### src/rtl/ws2812b_pkg.sv
// rtl/ws2812b_pkg.sv - shared timing defaults and state type for the WS2812B ring transmitter
package ws2812b_pkg;

  localparam int NUM_LEDS_DEF = 12;
  localparam int T_BIT_DEF    = 50;
  localparam int T0H_DEF      = 16;
  localparam int T1H_DEF      = 32;
  localparam int T_LATCH_DEF  = 12000;
  localparam int BITS_PER_LED = 24;

  typedef enum logic [1:0] {
    IDLE  = 2'd0,
    SEND  = 2'd1,
    LATCH = 2'd2
  } tx_state_e;

endpackage

### src/rtl/ws2812b_bit_gen.sv
// rtl/ws2812b_bit_gen.sv - one NRZ bit period per accepted bit, registered output
module ws2812b_bit_gen #(
  parameter int T_BIT = 50,
  parameter int T0H   = 16,
  parameter int T1H   = 32
) (
  input  logic clk,
  input  logic res,
  input  logic bit_valid,
  input  logic bit_val,
  output logic dout,
  output logic bit_ready
);

  localparam int CW = (T_BIT > 1) ? $clog2(T_BIT) : 1;

  logic [CW-1:0] cyc;
  logic [CW-1:0] cyc_nxt;
  logic          cur_bit;
  logic          bit_nxt;
  logic          active;
  logic          active_nxt;

  // A new bit can be taken while idle or on the last cycle of the current one.
  assign bit_ready = !active || (cyc == CW'(T_BIT - 1));

  always_comb begin
    cyc_nxt    = cyc + 1'b1;
    bit_nxt    = cur_bit;
    active_nxt = active;
    if (bit_ready) begin
      cyc_nxt    = '0;
      bit_nxt    = bit_val;
      active_nxt = bit_valid;
    end
  end

  // dout is computed from the next-cycle position so the flop output lines up with cyc.
  always_ff @(posedge clk) begin
    if (res) begin
      cyc     <= '0;
      cur_bit <= 1'b0;
      active  <= 1'b0;
      dout    <= 1'b0;
    end else begin
      cyc     <= cyc_nxt;
      cur_bit <= bit_nxt;
      active  <= active_nxt;
      dout    <= active_nxt && (int'(cyc_nxt) < (bit_nxt ? T1H : T0H));
    end
  end

endmodule

### src/rtl/ws2812b_tx.sv
// rtl/ws2812b_tx.sv - frame snapshot, LED/bit sequencing and latch timing for the 12-LED ring
module ws2812b_tx
  import ws2812b_pkg::*;
#(
  parameter int NUM_LEDS = NUM_LEDS_DEF,
  parameter int T_BIT    = T_BIT_DEF,
  parameter int T0H      = T0H_DEF,
  parameter int T1H      = T1H_DEF,
  parameter int T_LATCH  = T_LATCH_DEF
) (
  input  logic                clk,
  input  logic                res,
  input  logic                start,
  input  logic [NUM_LEDS-1:0] led_mask,
  input  logic [7:0]          intensity,
  output logic                dout,
  output logic                busy,
  output logic                done
);

  localparam int LW  = (NUM_LEDS > 1) ? $clog2(NUM_LEDS) : 1;
  localparam int LCW = (T_LATCH > 1) ? $clog2(T_LATCH) : 1;

  tx_state_e           state;
  tx_state_e           state_nxt;
  logic [NUM_LEDS-1:0] mask_q;
  logic [7:0]          int_q;
  logic [LW-1:0]       led_idx;
  logic [LW-1:0]       nxt_led;
  logic [4:0]          bit_idx;
  logic [4:0]          nxt_bit;
  logic [LCW-1:0]      latch_cyc;
  logic                last_bit;
  logic                latch_end;
  logic                bit_valid;
  logic                bit_val;
  logic                bit_ready;

  assign busy      = (state != IDLE);
  assign last_bit  = (led_idx == LW'(NUM_LEDS - 1)) && (bit_idx == 5'd0);
  assign latch_end = (latch_cyc == LCW'(T_LATCH - 1));

  always_comb begin
    nxt_led = led_idx;
    nxt_bit = bit_idx - 1'b1;
    if (bit_idx == 5'd0) begin
      nxt_led = led_idx + 1'b1;
      nxt_bit = 5'(BITS_PER_LED - 1);
    end
  end

  // All three colour bytes carry the same intensity, so the bit within a byte is bit_idx[2:0].
  always_comb begin
    state_nxt = state;
    bit_valid = 1'b0;
    bit_val   = 1'b0;
    case (state)
      IDLE: begin
        if (start) begin
          state_nxt = SEND;
          bit_valid = 1'b1;
          bit_val   = led_mask[0] & intensity[7];
        end
      end
      SEND: begin
        bit_valid = !last_bit;
        bit_val   = mask_q[nxt_led] & int_q[nxt_bit[2:0]];
        if (bit_ready && last_bit) begin
          state_nxt = LATCH;
        end
      end
      LATCH: begin
        if (latch_end) begin
          state_nxt = IDLE;
        end
      end
      default: state_nxt = IDLE;
    endcase
  end

  always_ff @(posedge clk) begin
    if (res) begin
      state     <= IDLE;
      mask_q    <= '0;
      int_q     <= '0;
      led_idx   <= '0;
      bit_idx   <= '0;
      latch_cyc <= '0;
      done      <= 1'b0;
    end else begin
      state <= state_nxt;
      done  <= (state == LATCH) && latch_end;
      case (state)
        IDLE: begin
          if (start) begin
            mask_q    <= led_mask;
            int_q     <= intensity;
            led_idx   <= '0;
            bit_idx   <= 5'(BITS_PER_LED - 1);
            latch_cyc <= '0;
          end
        end
        SEND: begin
          if (bit_ready) begin
            if (last_bit) begin
              latch_cyc <= '0;
            end else begin
              led_idx <= nxt_led;
              bit_idx <= nxt_bit;
            end
          end
        end
        LATCH: begin
          latch_cyc <= latch_end ? '0 : latch_cyc + 1'b1;
        end
        default: ;
      endcase
    end
  end

  ws2812b_bit_gen #(
    .T_BIT (T_BIT),
    .T0H   (T0H),
    .T1H   (T1H)
  ) u_bit_gen (
    .clk       (clk),
    .res       (res),
    .bit_valid (bit_valid),
    .bit_val   (bit_val),
    .dout      (dout),
    .bit_ready (bit_ready)
  );

endmodule

### config.mk
export PLATFORM = sky130hd
export DESIGN_NAME = ws2812b_tx
export DESIGN_NICKNAME = d
export VERILOG_FILES = /design/src/rtl/ws2812b_pkg.sv /design/src/rtl/ws2812b_bit_gen.sv /design/src/rtl/ws2812b_tx.sv
export SDC_FILE = /design/constraint.sdc
export NUM_CORES = 1
export LEC_CHECK = 0
export CORE_MARGIN = 5
export CORE_UTILIZATION = 25
export CTS_CLUSTER_DIAMETER = 30
export DETAILED_ROUTE_END_ITERATION = 10
export SETUP_SLACK_MARGIN = 0.4
export SLEW_MARGIN = 20
export SYNTH_ARGS = -nofsm -noshare
export SYNTH_HDL_FRONTEND = slang
export SYNTH_HIERARCHICAL = 1
export SYNTH_SLANG_ARGS = --single-unit
### constraint.sdc
create_clock -name clk -period 2.9 [get_ports clk]
set_input_delay 0.435 -clock clk [delete_from_list [all_inputs] [get_ports clk]]
set_output_delay 0.435 -clock clk [all_outputs]
set_load 0.005 [all_outputs]
==> metrics.cfg <==
[outcome]
outcome=finished, violations left
violations=setup timing

[cells_and_area]
fin_util=0.326
areaGrowthSynthToFinish_pct=27.0
drive_above_1_share=0.147
layout_commonest_cell=nand2_1
nets=417
num_antenna_cells=0
fill_cells=1147
fin_area_sq_um=3570
layout_common_cells=64 x nand2_1, 53 x dfxtp_1, 39 x nor2_1, 31 x a21oi_1, 25 x clkdlybuf4s50_1

[floorplan]
core-area_sq_um=10900
ioPinCount=26
start_util=0.257
die_w_microns=116
die_y_microns=116
dieArea_sq_um=13500
rows=38

[routing]
routed-via-count=2489
routedWlPerCell_microns=12.1
drc_errors=0
routed_via_density=4.71
drtPass1Iterations=5
drt_iter0_markers=147
postRouteAntennaNets=0
routed_wl_mm=6.40

[synth]
ys_types=49
synth-main-ff-cell=dfxtp_1
synth_seq_area_share=0.392
syn_nets=379
async_reset_ff_frac=0
synth_edf_count=0
ys_warn_count=6
syn_inst=349
synth.avg_cell_area_sq_um=8.04
ys_ff_latch=55
syn-cell-area_sq_um=2810

[power]
power-per-cell-area_nw_per_um2=520
ir_worst_vdd_v=0.000277
p_leak_nw=1.30

[timing]
fin_setup_tns_ps=-170
worst_hold_slack_ps=453
fin_crit_sh=1.06
finalSetupViolCount=2
skew_ps=5.09
worst-slew-pin-transition_ps=662
finalWorstSetupSlack_ps=-170
slew_headroom=0.559
slew_violations=0
hold_viol=0
rsz0062_at_grt=yes
min_period_ps=3070
fmax_mhz=326

[critical_path]
cp_max_fo=4
crit_buf_inv=2
crit_required_ps=3090
path_class=register to register
r2r_slack_ps=-170
cp.arrival_ps=3260
slowest_stage=or4b_4
cp-start-kind=register
crit_chain=inv_2, ha_4, or4b_4, mux2_4, nor2_2, a2111o_1, a22o_1, o31ai_4, mux2i_1, ha_1, inv_1, a211o_2, and3_1
end_kind=register
max_stage_delay_ps=500
cp_top_family=compound AO/OA/AOI/OAI gates

[clocking]
clock_latency_ps=290
cts_buffers=5
cts_tree=yes
clock_sinks=55
clockRootBuffer=clkbuf_16
clk_pin_slew_ps=70
cts_buffer_depth=2
htreeDepth=2
hold_buffers=0

[grt]
grt_pass1_wl_mm=11.0
grt_max_degree=26
antenna_found_initial=0
grt-ovfl-total=0
grt_pass1_vias=2500
grt_usage=0.0994

[min_path]
hold_path_class=register to register

[place]
gp_congestion=0.832
place_ws_ps=-211
hpwl_mm=4.62
placedInstanceArea_sq_um=3300
io_buffers=25

[flow_run]
cap_violations=0

[logic make-up (layout without fill, tap and decap cells)]
logic type | count (synthesis) | in the layout | synth area share
AND/OR/NAND/NOR | 168 | 168 | 0.283
XOR/XNOR | 21 | 21 | 0.0655
multiplexers | 10 | 10 | 0.0499
adder cells (fa/ha/maj) | 7 | 7 | 0.0312
flip-flops | 55 | 55 | 0.392
buffers and inverters | 29 | 68 | 0.0486
AO/OA/AOI/OAI | 59 | 59 | 0.130
[per-stage QoR]
step	total power, mW	instances
6_report	1.85	528
5_1_grt	1.95	528
4_1_cts	1.87	528
3_3_place_gp	1.15	513
2_1_floorplan	1.04	349
3_5_place_dp	1.15	513
[where the power goes]
group	total (mW)	internal, mW	switching (mW)
clock network	0.705	0.430	0.275
logic	0.336	0.167	0.170
registers	0.813	0.789	0.0239
[worst paths after layout]
path / to / cells after the start / startpoint
setup / recovery: u_bit_gen/dout$_SDFF_PP0_ / 13 / bit_idx[0]$_SDFFE_PP0P_
setup reg to reg: u_bit_gen/dout$_SDFF_PP0_ / 13 / bit_idx[0]$_SDFFE_PP0P_
hold reg to reg: int_q[1]$_SDFFE_PP0P_ / 2 / int_q[1]$_SDFFE_PP0P_
hold / removal: int_q[1]$_SDFFE_PP0P_ / 2 / int_q[1]$_SDFFE_PP0P_
[state kept, by name, indices dropped and copies added (netlist names)]
name / flops
latch_cyc: 14
mask_q: 12
int_q: 8
u_bit_gen/cyc: 6
bit_idx: 5
led_idx: 4
state: 2
done: 1
u_bit_gen/active: 1
u_bit_gen/cur_bit: 1
u_bit_gen/dout: 1
[synth_stat cells, types with 4 or more instances]
cell / instances / share of area
ha_1: 7 / 0.031
nor2_1: 41 / 0.055
inv_1: 9 / 0.012
dfxtp_1: 55 / 0.39
nor4_1: 6 / 0.013
mux2i_1: 5 / 0.018
xor2_1: 6 / 0.019
xnor2_1: 15 / 0.047
o22ai_1: 4 / 0.0089
clkbuf_1: 12 / 0.016
nand2_1: 64 / 0.086
a21oi_1: 32 / 0.057
buf_2: 4 / 0.0071
nor3_1: 13 / 0.023
nand4_1: 5 / 0.011
nand3_1: 13 / 0.023
o21ai_0: 5 / 0.0089
[cell type report]
class,instances,area (sq um),area share
Timing Repair Buffer,51,460,0.129
Multi-Input combinational cell,265,1620,0.454
Sequential cell,55,1100,0.309
Clock buffer,6,139,0.0389
Tap cell,140,175,0.0491
Clock inverter,2,35.0,0.00982
Inverter,9,33.8,0.00947
[what timing repair did]
| item | in CTS | in global routing |
|---|---|---|
| pin swaps | 2 | 5 |
| setup endpoints to repair | 1 | 5 |
| gates resized for setup | 5 | 6 |
| buffers inserted | 7 | 0 |
[worst register-to-register path, delay by kind of cell (launching register included)]
kind,cells,cell delay (ps)
AOI/OAI and AO/OA,4,1030
adders and majority gates,2,450
buffers and inverters,2,110
DFF,1,320
muxes,2,380
and+or+nand+nor,3,670
[routing by layer]
| metal | share of wire | up-vias | global-route usage |
|---|---|---|---|
| met5 | 0 | - | 0 |
| met4 | 0.020 | 0 | 0.0379 |
| met3 | 0.027 | 11 | 0.0172 |
| met2 | 0.48 | 42 | 0.171 |
| met1 | 0.48 | 1148 | 0.124 |
| li1 | - | 1288 | - |
No activity file was read; power rests on OpenSTA's default activity.
